--- src/rtl/hazard_pkg.sv ---
// Shared types and constants for the pipeline hazard controller.
package hazard_pkg;

    typedef enum logic {
        RUN      = 1'b0,
        MUL_BUSY = 1'b1
    } state_e;

    localparam logic [4:0] REG_ZERO    = 5'd0;
    localparam int         MUL_LAT_DEF = 4;

    // A load whose destination feeds either ID source must be held back one cycle.
    function automatic logic load_use_hit(
        input logic       mem_read,
        input logic [4:0] ex_rt,
        input logic [4:0] id_rs,
        input logic [4:0] id_rt
    );
        return mem_read && (ex_rt != REG_ZERO) && ((ex_rt == id_rs) || (ex_rt == id_rt));
    endfunction

endpackage

--- src/rtl/hazard_ctrl_if.sv ---
// Pipeline-side signal bundle of the hazard controller: stage inputs and stage-register controls.
interface hazard_ctrl_if;
    logic       IDEX_MemRead_i;
    logic [4:0] IDEX_Rt_i;
    logic [4:0] IFID_Rs_i;
    logic [4:0] IFID_Rt_i;
    logic       branch_taken_i;
    logic       mul_start_i;

    logic       PC_write_o;
    logic       IFID_write_o;
    logic       IDEX_write_o;
    logic       IDEX_bubble_o;
    logic       EXMEM_bubble_o;
    logic       IFID_flush_o;
    logic       mul_busy_o;
    logic       mul_done_o;

    modport slave (
        input  IDEX_MemRead_i, IDEX_Rt_i, IFID_Rs_i, IFID_Rt_i, branch_taken_i, mul_start_i,
        output PC_write_o, IFID_write_o, IDEX_write_o, IDEX_bubble_o, EXMEM_bubble_o,
               IFID_flush_o, mul_busy_o, mul_done_o
    );

    modport master (
        output IDEX_MemRead_i, IDEX_Rt_i, IFID_Rs_i, IFID_Rt_i, branch_taken_i, mul_start_i,
        input  PC_write_o, IFID_write_o, IDEX_write_o, IDEX_bubble_o, EXMEM_bubble_o,
               IFID_flush_o, mul_busy_o, mul_done_o
    );
endinterface

--- src/rtl/hazard_ctrl_mul_lat_cnt.sv ---
// Multiply-occupancy down-counter: loads a start value, decrements on request, flags zero.
module mul_lat_cnt #(
    parameter int W = 2
) (
    input  logic         clk_i,
    input  logic         rst_i,
    input  logic         load_i,
    input  logic [W-1:0] load_val_i,
    input  logic         dec_i,
    output logic [W-1:0] cnt_o,
    output logic         zero_o
);
    logic [W-1:0] cnt_q, cnt_d;

    always_comb begin
        cnt_d = cnt_q;
        if (load_i) begin
            cnt_d = load_val_i;
        end else if (dec_i && (cnt_q != '0)) begin
            cnt_d = cnt_q - 1'b1;
        end
    end

    always_ff @(posedge clk_i) begin
        if (!rst_i) begin
            cnt_q <= '0;
        end else begin
            cnt_q <= cnt_d;
        end
    end

    assign cnt_o  = cnt_q;
    assign zero_o = (cnt_q == '0);
endmodule

--- src/rtl/hazard_ctrl.sv ---
// Pipeline hazard controller: multiply stall > load-use stall > branch flush, outputs combinational.
// Multiply tracking is present only when HAZARD_MUL_EN is defined.
//
//   state    | meaning
//   RUN      | normal issue; load-use and branch flush resolved here, multiply may start
//   MUL_BUSY | multiply occupying EX; pipeline frozen until the counter reaches zero
module hazard_ctrl
    import hazard_pkg::*;
#(
    parameter int MUL_LAT = MUL_LAT_DEF
) (
    input logic         clk_i,
    input logic         rst_i,
    hazard_ctrl_if.slave bus
);
    logic hit;
    logic stall_mul;
    logic busy;
    logic done;
    logic bubble_id;
    logic flush;

    assign hit = load_use_hit(bus.IDEX_MemRead_i, bus.IDEX_Rt_i, bus.IFID_Rs_i, bus.IFID_Rt_i);

`ifdef HAZARD_MUL_EN
    localparam int               CNT_W    = $clog2(MUL_LAT);
    localparam logic [CNT_W-1:0] CNT_LOAD = CNT_W'(MUL_LAT - 2);

    state_e           state_q, state_d;
    logic             cnt_load, cnt_dec, cnt_zero;
    logic [CNT_W-1:0] cnt_unused;

    mul_lat_cnt #(.W(CNT_W)) u_mul_lat_cnt (
        .clk_i      (clk_i),
        .rst_i      (rst_i),
        .load_i     (cnt_load),
        .load_val_i (CNT_LOAD),
        .dec_i      (cnt_dec),
        .cnt_o      (cnt_unused),
        .zero_o     (cnt_zero)
    );

    always_ff @(posedge clk_i) begin
        if (!rst_i) begin
            state_q <= RUN;
        end else begin
            state_q <= state_d;
        end
    end
`else
    logic       unused_mul_start;
    logic [4:0] unused_mul_lat;
    assign unused_mul_start = bus.mul_start_i;
    assign unused_mul_lat   = 5'(MUL_LAT);
`endif

    always_comb begin
        stall_mul = 1'b0;
        busy      = 1'b0;
        done      = 1'b0;
        bubble_id = 1'b0;
        flush     = 1'b0;
`ifdef HAZARD_MUL_EN
        state_d   = state_q;
        cnt_load  = 1'b0;
        cnt_dec   = 1'b0;
`endif
        // Reset holds every output at its idle value, so no stale done pulse can escape.
        if (rst_i) begin
`ifdef HAZARD_MUL_EN
            if (state_q == MUL_BUSY) begin
                busy = 1'b1;
                if (cnt_zero) begin
                    done    = 1'b1;
                    state_d = RUN;
                end else begin
                    stall_mul = 1'b1;
                    cnt_dec   = 1'b1;
                end
            end else if (bus.mul_start_i) begin
                stall_mul = 1'b1;
                busy      = 1'b1;
                cnt_load  = 1'b1;
                state_d   = MUL_BUSY;
            end else
`endif
            if (hit) begin
                bubble_id = 1'b1;
            end else if (bus.branch_taken_i) begin
                flush = 1'b1;
            end
        end
    end

    assign bus.PC_write_o     = !(stall_mul || bubble_id);
    assign bus.IFID_write_o   = !(stall_mul || bubble_id);
    assign bus.IDEX_write_o   = !stall_mul;
    assign bus.IDEX_bubble_o  = bubble_id;
    assign bus.EXMEM_bubble_o = stall_mul;
    assign bus.IFID_flush_o   = flush;
    assign bus.mul_busy_o     = busy;
    assign bus.mul_done_o     = done;
endmodule

--- src/flat_wrapper.sv ---
// flat-port wrapper written by rule: the top's interface ports become plain ports
module hazard_ctrl_flat import hazard_pkg::*;
#(
    parameter int MUL_LAT = MUL_LAT_DEF
)
  (clk_i, rst_i, bus_IDEX_MemRead_i, bus_IDEX_Rt_i, bus_IFID_Rs_i, bus_IFID_Rt_i, bus_branch_taken_i, bus_mul_start_i, bus_PC_write_o, bus_IFID_write_o, bus_IDEX_write_o, bus_IDEX_bubble_o, bus_EXMEM_bubble_o, bus_IFID_flush_o, bus_mul_busy_o, bus_mul_done_o);
  hazard_ctrl_if bus_i ();
  input logic clk_i;
  input logic rst_i;
  input wire logic [$bits(bus_i.IDEX_MemRead_i)-1:0] bus_IDEX_MemRead_i;
  input wire logic [$bits(bus_i.IDEX_Rt_i)-1:0] bus_IDEX_Rt_i;
  input wire logic [$bits(bus_i.IFID_Rs_i)-1:0] bus_IFID_Rs_i;
  input wire logic [$bits(bus_i.IFID_Rt_i)-1:0] bus_IFID_Rt_i;
  input wire logic [$bits(bus_i.branch_taken_i)-1:0] bus_branch_taken_i;
  input wire logic [$bits(bus_i.mul_start_i)-1:0] bus_mul_start_i;
  output wire logic [$bits(bus_i.PC_write_o)-1:0] bus_PC_write_o;
  output wire logic [$bits(bus_i.IFID_write_o)-1:0] bus_IFID_write_o;
  output wire logic [$bits(bus_i.IDEX_write_o)-1:0] bus_IDEX_write_o;
  output wire logic [$bits(bus_i.IDEX_bubble_o)-1:0] bus_IDEX_bubble_o;
  output wire logic [$bits(bus_i.EXMEM_bubble_o)-1:0] bus_EXMEM_bubble_o;
  output wire logic [$bits(bus_i.IFID_flush_o)-1:0] bus_IFID_flush_o;
  output wire logic [$bits(bus_i.mul_busy_o)-1:0] bus_mul_busy_o;
  output wire logic [$bits(bus_i.mul_done_o)-1:0] bus_mul_done_o;
  assign bus_i.IDEX_MemRead_i = bus_IDEX_MemRead_i;
  assign bus_i.IDEX_Rt_i = bus_IDEX_Rt_i;
  assign bus_i.IFID_Rs_i = bus_IFID_Rs_i;
  assign bus_i.IFID_Rt_i = bus_IFID_Rt_i;
  assign bus_i.branch_taken_i = bus_branch_taken_i;
  assign bus_i.mul_start_i = bus_mul_start_i;
  assign bus_PC_write_o = bus_i.PC_write_o;
  assign bus_IFID_write_o = bus_i.IFID_write_o;
  assign bus_IDEX_write_o = bus_i.IDEX_write_o;
  assign bus_IDEX_bubble_o = bus_i.IDEX_bubble_o;
  assign bus_EXMEM_bubble_o = bus_i.EXMEM_bubble_o;
  assign bus_IFID_flush_o = bus_i.IFID_flush_o;
  assign bus_mul_busy_o = bus_i.mul_busy_o;
  assign bus_mul_done_o = bus_i.mul_done_o;
  hazard_ctrl #(.MUL_LAT(MUL_LAT)) u_core (.clk_i(clk_i), .rst_i(rst_i), .bus(bus_i));
endmodule
--- config.mk ---
export PLATFORM = sky130hd
export DESIGN_NAME = hazard_ctrl_flat
export DESIGN_NICKNAME = d
export VERILOG_FILES = /design/src/rtl/hazard_pkg.sv /design/src/rtl/hazard_ctrl_if.sv /design/src/rtl/hazard_ctrl_mul_lat_cnt.sv /design/src/rtl/hazard_ctrl.sv /design/src/flat_wrapper.sv
export SDC_FILE = /design/constraint.sdc
export NUM_CORES = 1
export LEC_CHECK = 0
export ABC_AREA = 0
export CAP_MARGIN = 20
export CORE_AREA = 2 2 39 41
export DETAILED_ROUTE_END_ITERATION = 16
export DIE_AREA = 0 0 41 43
export PLACE_DENSITY = 0.57
export SYNTH_ARGS = -nofsm -noshare
export SYNTH_HDL_FRONTEND = slang
export SYNTH_HIERARCHICAL = 1
export SYNTH_SLANG_ARGS = --single-unit
--- constraint.sdc ---
create_clock -name vclk -period 2.35
set_clock_uncertainty 0.1 [all_clocks]
set_input_delay 0.47 -clock vclk [all_inputs]
set_output_delay 0.47 -clock vclk [all_outputs]
set_load 0.05 [all_outputs]
==> summary.txt <==
status: complete, no violations
Final Cycle Share: 97.9%
gpl congestion: 0.548
Initial DRC Count: 1
critical path launch point type: input port
Final ANT Viol Nets: 0
Final Hold Fails: 0
Port Buf Inserts: 22
nets: 75
Detail Placement HPWL: 527 um
Initial Util: 13.8%
row count: 14
Crit-path slowest cell: or4_1
FFs & Latches: 0
largest net degree at the start of global routing: 4
min Tclk post-route: 2.30 ns
CP arrival: 1.73 ns
clock buffer count: 0
post-synth top area share: 45.8%
GRT Util Overall: 6.29%
RSZ-0062 raised after global routing: true
Worst EP required: 1.78 ns
via count: 250
Avg Cell Area, Syn: 6.84 um^2
Worst Hold Path EP: bus_IFID_write_o
Crit Path Max Fanout: 3
mapped cell area: 191 um^2
antenna violations before repair: 0
Residual DRC: 0
grt ovf: 0
WHS: 1.47 ns
via/cell ratio: 3.62
die area: 1760 um^2
final core utilization: 36.4%
hold path depth: 6
crit-path cells: clkdlybuf4s15_2, or4_1, o21a_1, a21oi_2, buf_12
core area: 1380 um^2
Max stage delay on crit path: 0.50 ns
Tot Pwr: 94.9 uW
Max-cap violations: 0
First-pass DRT Iterations: 3
CP Capture Type: primary output
Register Area: 0 um^2
Synth warnings: 6
share of cells above drive strength 1: 26.4%
final slew viol count: 0
Die Wd: 41 um
area grow syn2layout: 163%
cell count after synthesis: 28
Min-Delay Path Class: in2out
setup violators final: 0
Max rail drop VDD: 46.3 uV
Max Fclk: 435 MHz
DIE HEIGHT: 43 um
Diodes inserted: 0
Power Dens Cells: 188 nW/um^2
LEAKAGE: 0.000242 uW
via count of the first global-routing pass: 221
critical path class: in2out
Setup WS pre-CTS: -0.235 ns
worst setup margin: 0.0500 ns
first-pass GRT wire length: 834 um
drt total wl: 566 um
sequential share of the synthesized area: 0%
hold path startpoint: bus_IFID_Rs_i[0]
top area cells in the synthesized netlist: xnor2_1, buf_4, nand3_1
Yosys top cell by area: xnor2_1
Avg WL per Cell: 8.20 um
Netlist cell types: 10
Top-Level Pins: 28
-- layout by cell type (no fill, tap or decap), types with 2 or more instances in the layout --
cell type        Yosys  routed
buf_12               0       3
nand3_1              3       2
dlymetal6s2s_1       0       5
buf_4                5       6
dlygate4sd2_1        0       2
conb_1               2       4
clkdlybuf4s50_1      0       8
clkdlybuf4s15_1      0       2
nand2_1              3       3
xnor2_1             10      10
-- synth_stat cells (all sizes together) --
master  number
xnor2       10
buf          5
nand2        3
nand3        3
conb         2
a21oi        1
and3         1
o21a         1
o22ai        1
or4          1
-- worst max-delay path by stage --
stage / start / end / slack (ns) / cells after the start
6_report: bus_IDEX_Rt_i[4] / bus_IFID_flush_o / 0.05 / 5
5_1_grt: bus_IFID_Rt_i[2] / bus_IFID_flush_o / -0.002 / 7
4_1_cts: bus_IDEX_Rt_i[4] / bus_IFID_flush_o / 0.009 / 5
3_5_place_dp: bus_IDEX_Rt_i[4] / bus_IDEX_bubble_o / -0.24 / 5
3_3_place_gp: bus_IDEX_Rt_i[4] / bus_IDEX_bubble_o / -0.24 / 5
2_1_floorplan: bus_IDEX_Rt_i[1] / bus_IFID_flush_o / 0.09 / 3
-- stage by stage --
stage	area (um^2)	TNS, ns	cells
after global placement	483	-0.823	69
after global routing	504	-0.00194	69
after detailed placement	483	-0.813	69
after floorplan	208	0	30
after CTS	492	0	69
final	504	0	69
-- timing repair --
| item | in CTS | in global routing |
|---|---|---|
| setup endpoints to repair | 4 | 4 |
| pin swaps | 4 | 11 |
| setup buffers | 0 | 0 |
| hold buffers | 0 | 0 |
| resized for setup | 11 | 5 |
-- kinds of logic (layout without fill, tap and decap cells) --
| kind of cell | count (synthesis) | after routing | share of synthesized area (%) |
|---|---|---|---|
| simple gates | 8 | 8 | 20.9 |
| buf+inv | 5 | 28 | 19.6 |
| other cells | 2 | 4 | 3.92 |
| xor+xnor | 10 | 10 | 45.7 |
| compound gates | 3 | 3 | 9.80 |
-- power by group --
group	switching [uW]	internal, uW
sequential	0	0
clock	0	0
combinational	43.7	51.2
-- worst max-delay path, delay by kind of cell --
kind,cells,cell delay [ns]
simple gates,1,0.50
compound gates,2,0.40
buf+inv,2,0.35
-- routing by layer --
metal | vias to the layer above | part of all wire [%] | routed length (um) | GRT usage [%]
met5 | - | 0 | 0 | 0
met4 | 0 | 0 | 0 | 0
met3 | 0 | 11 | 65 | 0
met2 | 10 | 59 | 332 | 13.1
met1 | 107 | 30 | 168 | 6.65
li1 | 133 | - | - | -
-- layout make-up --
| type | count | area, um^2 |
|---|---|---|
| fillers | 150 | 880 |
| multi-input cells | 25 | 176 |
| well taps | 16 | 20.0 |
| repair buffers | 28 | 308 |
Power figures use the tool's default switching activity.
